### config.mk
export PLATFORM = sky130hd
export DESIGN_NAME = fetch_ctrl
export DESIGN_NICKNAME = d
export VERILOG_FILES = /design/src/rtl/fetch_ctrl.sv
export SDC_FILE = /design/constraint.sdc
export NUM_CORES = 1
export LEC_CHECK = 0
export ABC_AREA = 1
export BUFFER_PORTS_ARGS = -buffer_cell sky130_fd_sc_hd__buf_2
export CORE_ASPECT_RATIO = 1.75
export CORE_MARGIN = 8
export CORE_UTILIZATION = 46
export CTS_CLUSTER_DIAMETER = 150
export CTS_CLUSTER_SIZE = 10
export DETAILED_ROUTE_END_ITERATION = 16
export MAX_ROUTING_LAYER = met4
export PLACE_DENSITY = 0.82
export SLEW_MARGIN = 30
export SYNTH_ARGS = -nofsm -noshare
export SYNTH_HDL_FRONTEND = slang
export SYNTH_SLANG_ARGS = --single-unit
### constraint.sdc
create_clock -name i_clk -period 2.09 [get_ports i_clk]
set_input_delay 0.418 -clock i_clk [delete_from_list [all_inputs] [get_ports i_clk]]
set_output_delay 0.418 -clock i_clk [all_outputs]
set_load 0.03 [all_outputs]
### src/rtl/fetch_ctrl.sv
// Fetch sequencer: drives PC stall/redirect, keeps one imem request in flight,
// drops responses made stale by a redirect and buffers one instruction for decode.
module fetch_ctrl #(
    parameter int ADDR_W = 32
) (
    input  logic              i_clk,
    input  logic              i_rst_n,
    input  logic [ADDR_W-1:0] i_pc,
    output logic              o_stall_pc,
    output logic              o_pc_update_control,
    output logic [ADDR_W-1:0] o_pc_update_val,
    output logic              o_imem_req,
    output logic [ADDR_W-1:0] o_imem_addr,
    input  logic              i_imem_gnt,
    input  logic              i_imem_rvalid,
    input  logic [31:0]       i_imem_rdata,
    input  logic              i_trap_valid,
    input  logic [ADDR_W-1:0] i_trap_target,
    input  logic              i_br_valid,
    input  logic [ADDR_W-1:0] i_br_target,
    output logic              o_if_valid,
    output logic [31:0]       o_if_instr,
    output logic [ADDR_W-1:0] o_if_pc,
    input  logic              i_id_ready
);

    typedef enum logic [1:0] {
        IDLE,
        REQ,
        WAIT
    } state_t;

    state_t            state;
    logic [ADDR_W-1:0] req_addr;
    logic              kill;
    logic              buf_valid;
    logic [31:0]       buf_instr;
    logic [ADDR_W-1:0] buf_pc;

    logic              redir;
    logic [ADDR_W-1:0] target;
    logic              grant;
    logic              fresh;
    logic              fill;
    logic              take;

    // A redirect held during reset must not leak onto the PC controls.
    assign redir  = (i_trap_valid | i_br_valid) & i_rst_n;
    assign target = i_trap_valid ? i_trap_target : i_br_target;

    assign o_imem_req  = (state == REQ) & (~buf_valid | i_id_ready);
    assign o_imem_addr = req_addr;

    assign grant = o_imem_req & i_imem_gnt;
    assign fresh = grant & ~kill;

    assign o_stall_pc          = ~redir & ~fresh;
    assign o_pc_update_control = redir;
    assign o_pc_update_val     = redir ? target : '0;

    assign o_if_valid = buf_valid & ~redir;
    assign o_if_instr = buf_instr;
    assign o_if_pc    = buf_pc;

    assign fill = (state == WAIT) & i_imem_rvalid & ~kill & ~redir;
    assign take = o_if_valid & i_id_ready;

    always_ff @(posedge i_clk or negedge i_rst_n) begin
        if (!i_rst_n) begin
            state    <= IDLE;
            req_addr <= '0;
            kill     <= 1'b0;
        end else begin
            unique case (state)
                IDLE: begin
                    state    <= REQ;
                    req_addr <= redir ? target : i_pc;
                end
                REQ: begin
                    if (grant) begin
                        state <= WAIT;
                        if (redir) kill <= 1'b1;
                    end else if (redir) begin
                        req_addr <= target;
                    end
                end
                WAIT: begin
                    if (i_imem_rvalid) begin
                        kill     <= 1'b0;
                        state    <= REQ;
                        req_addr <= redir ? target : i_pc;
                    end else if (redir) begin
                        kill <= 1'b1;
                    end
                end
                default: state <= IDLE;
            endcase
        end
    end

    // Requests are only issued when the buffer will be free, so a fill never overwrites.
    always_ff @(posedge i_clk or negedge i_rst_n) begin
        if (!i_rst_n) begin
            buf_valid <= 1'b0;
            buf_instr <= '0;
            buf_pc    <= '0;
        end else if (redir) begin
            buf_valid <= 1'b0;
        end else if (fill) begin
            buf_valid <= 1'b1;
            buf_instr <= i_imem_rdata;
            buf_pc    <= req_addr;
        end else if (take) begin
            buf_valid <= 1'b0;
        end
    end

endmodule

==> Flow_metrics.wiki <==
{| class="wikitable"
! Metric !! Value
|-
| Total global routing track utilization || between 20% and 30%
|-
| Total clock buffers created by CTS || 9
|-
| Synthesized netlist cell count || 692
|-
| Setup fix buffers added after clock tree synthesis || 0
|-
| Via count of the first global-routing pass || 4759
|-
| Post-synth EDFFs || 0
|-
| Vertical die dimension || approximately 150 um
|-
| Area of the core region || between 10000 and 15000 um^2
|-
| Setup CP Type || reg2out
|-
| Initial Utilization || a little under half
|-
| Initial detailed-routing violation count || roughly 170
|-
| Clock transition at the registers of the reported paths || around 70 ps
|-
| Placed insts || around 1100
|-
| Critical path startpoint category || flop
|-
| Final design instance area without fill || 6810 um^2
|-
| Arrival time of the worst setup path || between 1500 and 2000 ps
|-
| Total wire length after detailed routing || around 15000 um
|-
| Period utilization || between 90 and 100%
|-
| Clock power share || approximately 16%
|-
| Root cell of the clock tree || sky130_fd_sc_hd__clkbuf_16
|-
| Cell types with the largest area share after synthesis || sky130_fd_sc_hd__dfrtp_1 50%, sky130_fd_sc_hd__nand2_1 15%, sky130_fd_sc_hd__inv_1 10%
|-
| # hold bufs at CTS || 0
|-
| Peak ir drop on the vdd network || about 0.00093 V
|-
| Int Pwr || roughly 5.4 mW
|-
| Antenna Violating Nets Remaining || 0
|-
| Die outline area || roughly 15000 um^2
|-
| Number of violations of the max-capacitance limit || 0
|-
| Total number of nets in the final design || between 1000 and 1500
|-
| Result of the run || complete, no violations
|-
| Count of non-filler cells in the finished layout || 1076
|-
| Initial antenna violation count || 1
|-
| Area growth, synth to finish || 35.1%
|-
| Syn nets || around 830
|-
| Sequential cell fraction of total power || ~33%
|-
| Upper clock frequency limit || between 500 and 600 MHz
|-
| Via total after detailed routing || slightly below 5000
|-
| DRC violation count after routing || 0
|-
| Cell area reported after detailed placement || 6490 um^2
|-
| First-pass GRT wire length || about 24000 um
|-
| Period minus WS final || between 1500 and 2000 ps
|-
| Leakage power summed over all cells || about 4.2 nW
|-
| CTS tree || done
|-
| Number of rows created at floorplan || 50
|-
| Number of primary I/O pins || 267
|-
| Share of synthesized flip-flops with an asynchronous set or reset || 100%
|-
| Average cell area after synthesis || ~7.3 um^2
|-
| Relative slew slack || about 53%
|-
| Post-synthesis sequential area ratio || around half
|-
| Comb power frac || 51.6%
|-
| Detailed placer's ending HPWL || 12000 um
|-
| Ratio of total power to cell area || around 1600 nW/um^2
|-
| Accumulated negative setup slack || 0 ps
|-
| Horizontal die dimension || ~95 um
|-
| Top cell type's share of synthesized area || about half
|-
| Min-Delay Path Class || in2async
|-
| Number of H-tree levels || 3
|-
| Netlist area before placement || approximately 5000 um^2
|-
| Via-to-Cell Ratio || 4.62
|-
| Final setup viols || 0
|-
| Worst skew pair latency || between 300 and 400 ps
|-
| Sw Pwr || around 5.2 mW
|-
| Grt ovf || 0
|-
| Flip-flop and latch count after synthesis || 100
|-
| Number of port buffers || 266
|-
| Post-layout util || around 64%
|-
| Leading area contributor after synthesis || sky130_fd_sc_hd__dfrtp_1
|-
| Top fanout value on the critical path || 6
|-
| Unrepaired setup endpoints after global routing || false
|-
| Hold violation count in the final report || 0
|-
| Distinct cell type count of the synthesized netlist || 18
|-
| Avg WL per Cell || 14.2 um
|-
| Kind of capture point of the worst setup path || primary output
|-
| Total count of max-transition violations in the final report || 0
|-
| Worst Tran Pin Value || 703 ps
|-
| Sw frac || between 40% and 50%
|-
| Required time of the critical path || between 1500 and 2000 ps
|-
| Share of cells above drive strength 1 || 31.4%
|-
| Dominant register cell in the synthesized netlist || sky130_fd_sc_hd__dfrtp_1
|-
| Post-route worst hold slack || approximately 260 ps
|-
| Number of iterations in the first detailed-routing pass || 4
|-
| Number of buffers between clock root and the deepest sink || 2
|-
| Largest net degree at the start of global routing || between 100 and 150
|-
| Number of warnings issued by yosys || 0
|-
| Worst setup skew after layout || ~7.4 ps
|-
| Number of sinks on the clock net || 100
|-
| Gp weighted congestion || 0.895
|}
[layout make-up]
type,count,area [um^2]
clock buffer,11,243
multi-input combinational,414,1850
tap,130,163
antenna,1,2.50
sequential,100,2500
clock inverter,4,50.0
timing repair buffer,278,1470
inverter,138,522
fill,967,3890
[logic make-up after synthesis]
logic type      count (synthesis)  synth area share [%]
compound gates                137                  13.8
fa+ha+maj                       5                  1.24
buf+inv                       178                  14.1
flops                         100                  49.7
simple gates                  272                  21.3
[final timing paths]
check,from,end,slack [ps],cells after the start
max,state[1],o_imem_req,90,5
min,i_rst_n,o_if_pc[27],260,2
max reg2reg,state[0],o_if_pc[20],330,6
min reg2reg,o_if_instr[22],o_if_instr[22],480,2
max in group asynchronous,i_rst_n,o_imem_addr[17],780,3
min in group i_clk,i_imem_rdata[22],o_if_instr[22],310,3
[synthesized netlist by cell type (2+ instances only)]
library cell	instances
sky130_fd_sc_hd__a21oi_1	2
sky130_fd_sc_hd__buf_2	30
sky130_fd_sc_hd__clkbuf_1	8
sky130_fd_sc_hd__clkbuf_2	2
sky130_fd_sc_hd__dfrtp_1	100
sky130_fd_sc_hd__ha_1	5
sky130_fd_sc_hd__inv_1	137
sky130_fd_sc_hd__nand2_1	204
sky130_fd_sc_hd__nand3_1	33
sky130_fd_sc_hd__nor2_1	33
sky130_fd_sc_hd__o21ai_0	61
sky130_fd_sc_hd__o21ai_1	71
[flip-flops by register name, summed over array words and instances (netlist names)]
name,flops
o_if_instr,32
buf_valid,1
o_if_pc,32
o_imem_addr,32
kill,1
state,2
[cells in the final DEF, fill, tap and decap left out, types with 4 or more instances in the layout]
master                      Yosys  layout
sky130_fd_sc_hd__o21ai_1       71      72
sky130_fd_sc_hd__o21ai_0       61      60
sky130_fd_sc_hd__buf_12         0       4
sky130_fd_sc_hd__nand2_1      204     204
sky130_fd_sc_hd__nor2_1        33      33
sky130_fd_sc_hd__buf_4          0       9
sky130_fd_sc_hd__nand3_1       33      32
sky130_fd_sc_hd__buf_2         30     265
sky130_fd_sc_hd__inv_1        137     137
sky130_fd_sc_hd__dfrtp_1      100     100
sky130_fd_sc_hd__clkbuf_16      0       9
sky130_fd_sc_hd__ha_1           5       4
[critical path, stage by stage (launching register included)]
cell and delay (ps):
sky130_fd_sc_hd__dfrtp_1 430, sky130_fd_sc_hd__inv_1 130, sky130_fd_sc_hd__ha_4 180, sky130_fd_sc_hd__clkinvlp_4 150, sky130_fd_sc_hd__a21oi_1 140, sky130_fd_sc_hd__buf_2 220
[power by group through the flow]
| stage | clock [mW] | sequential [mW] | combinational [mW] |
|---|---|---|---|
| floorplan | 0 | 5.20 | 1.94 |
| global placement | 0 | 3.51 | 5.36 |
| detailed placement | 0 | 3.52 | 5.49 |
| CTS | 1.67 | 3.49 | 5.51 |
| global route | 1.76 | 3.61 | 5.95 |
| finish | 1.64 | 3.48 | 5.47 |
[through the flow]
stage | power (mW) | setup WS (ps)
3_3_place_gp | 8.87 | 296
4_1_cts | 10.7 | 20.3
5_1_grt | 11.3 | 8.05
2_1_floorplan | 7.14 | 106
6_report | 10.6 | 90.9
3_5_place_dp | 9.01 | 236
[metal layers]
| metal | global-route usage, % | part of all wire, % | vias to the layer above |
|---|---|---|---|
| met2 | 34.7 | 50 | 194 |
| met1 | 24.2 | 41 | 2145 |
| met4 | 8.08 | 2.7 | 0 |
| li1 | - | - | 2601 |
| met3 | 4.36 | 6.4 | 26 |
| met5 | - | 0 | - |
[repair_timing]
item | CTS | global route
setup endpoints to repair | 2 | 2
gates cloned | 0 | 0
gates resized for setup | 2 | 3
(Power assumes the default switching activity.)
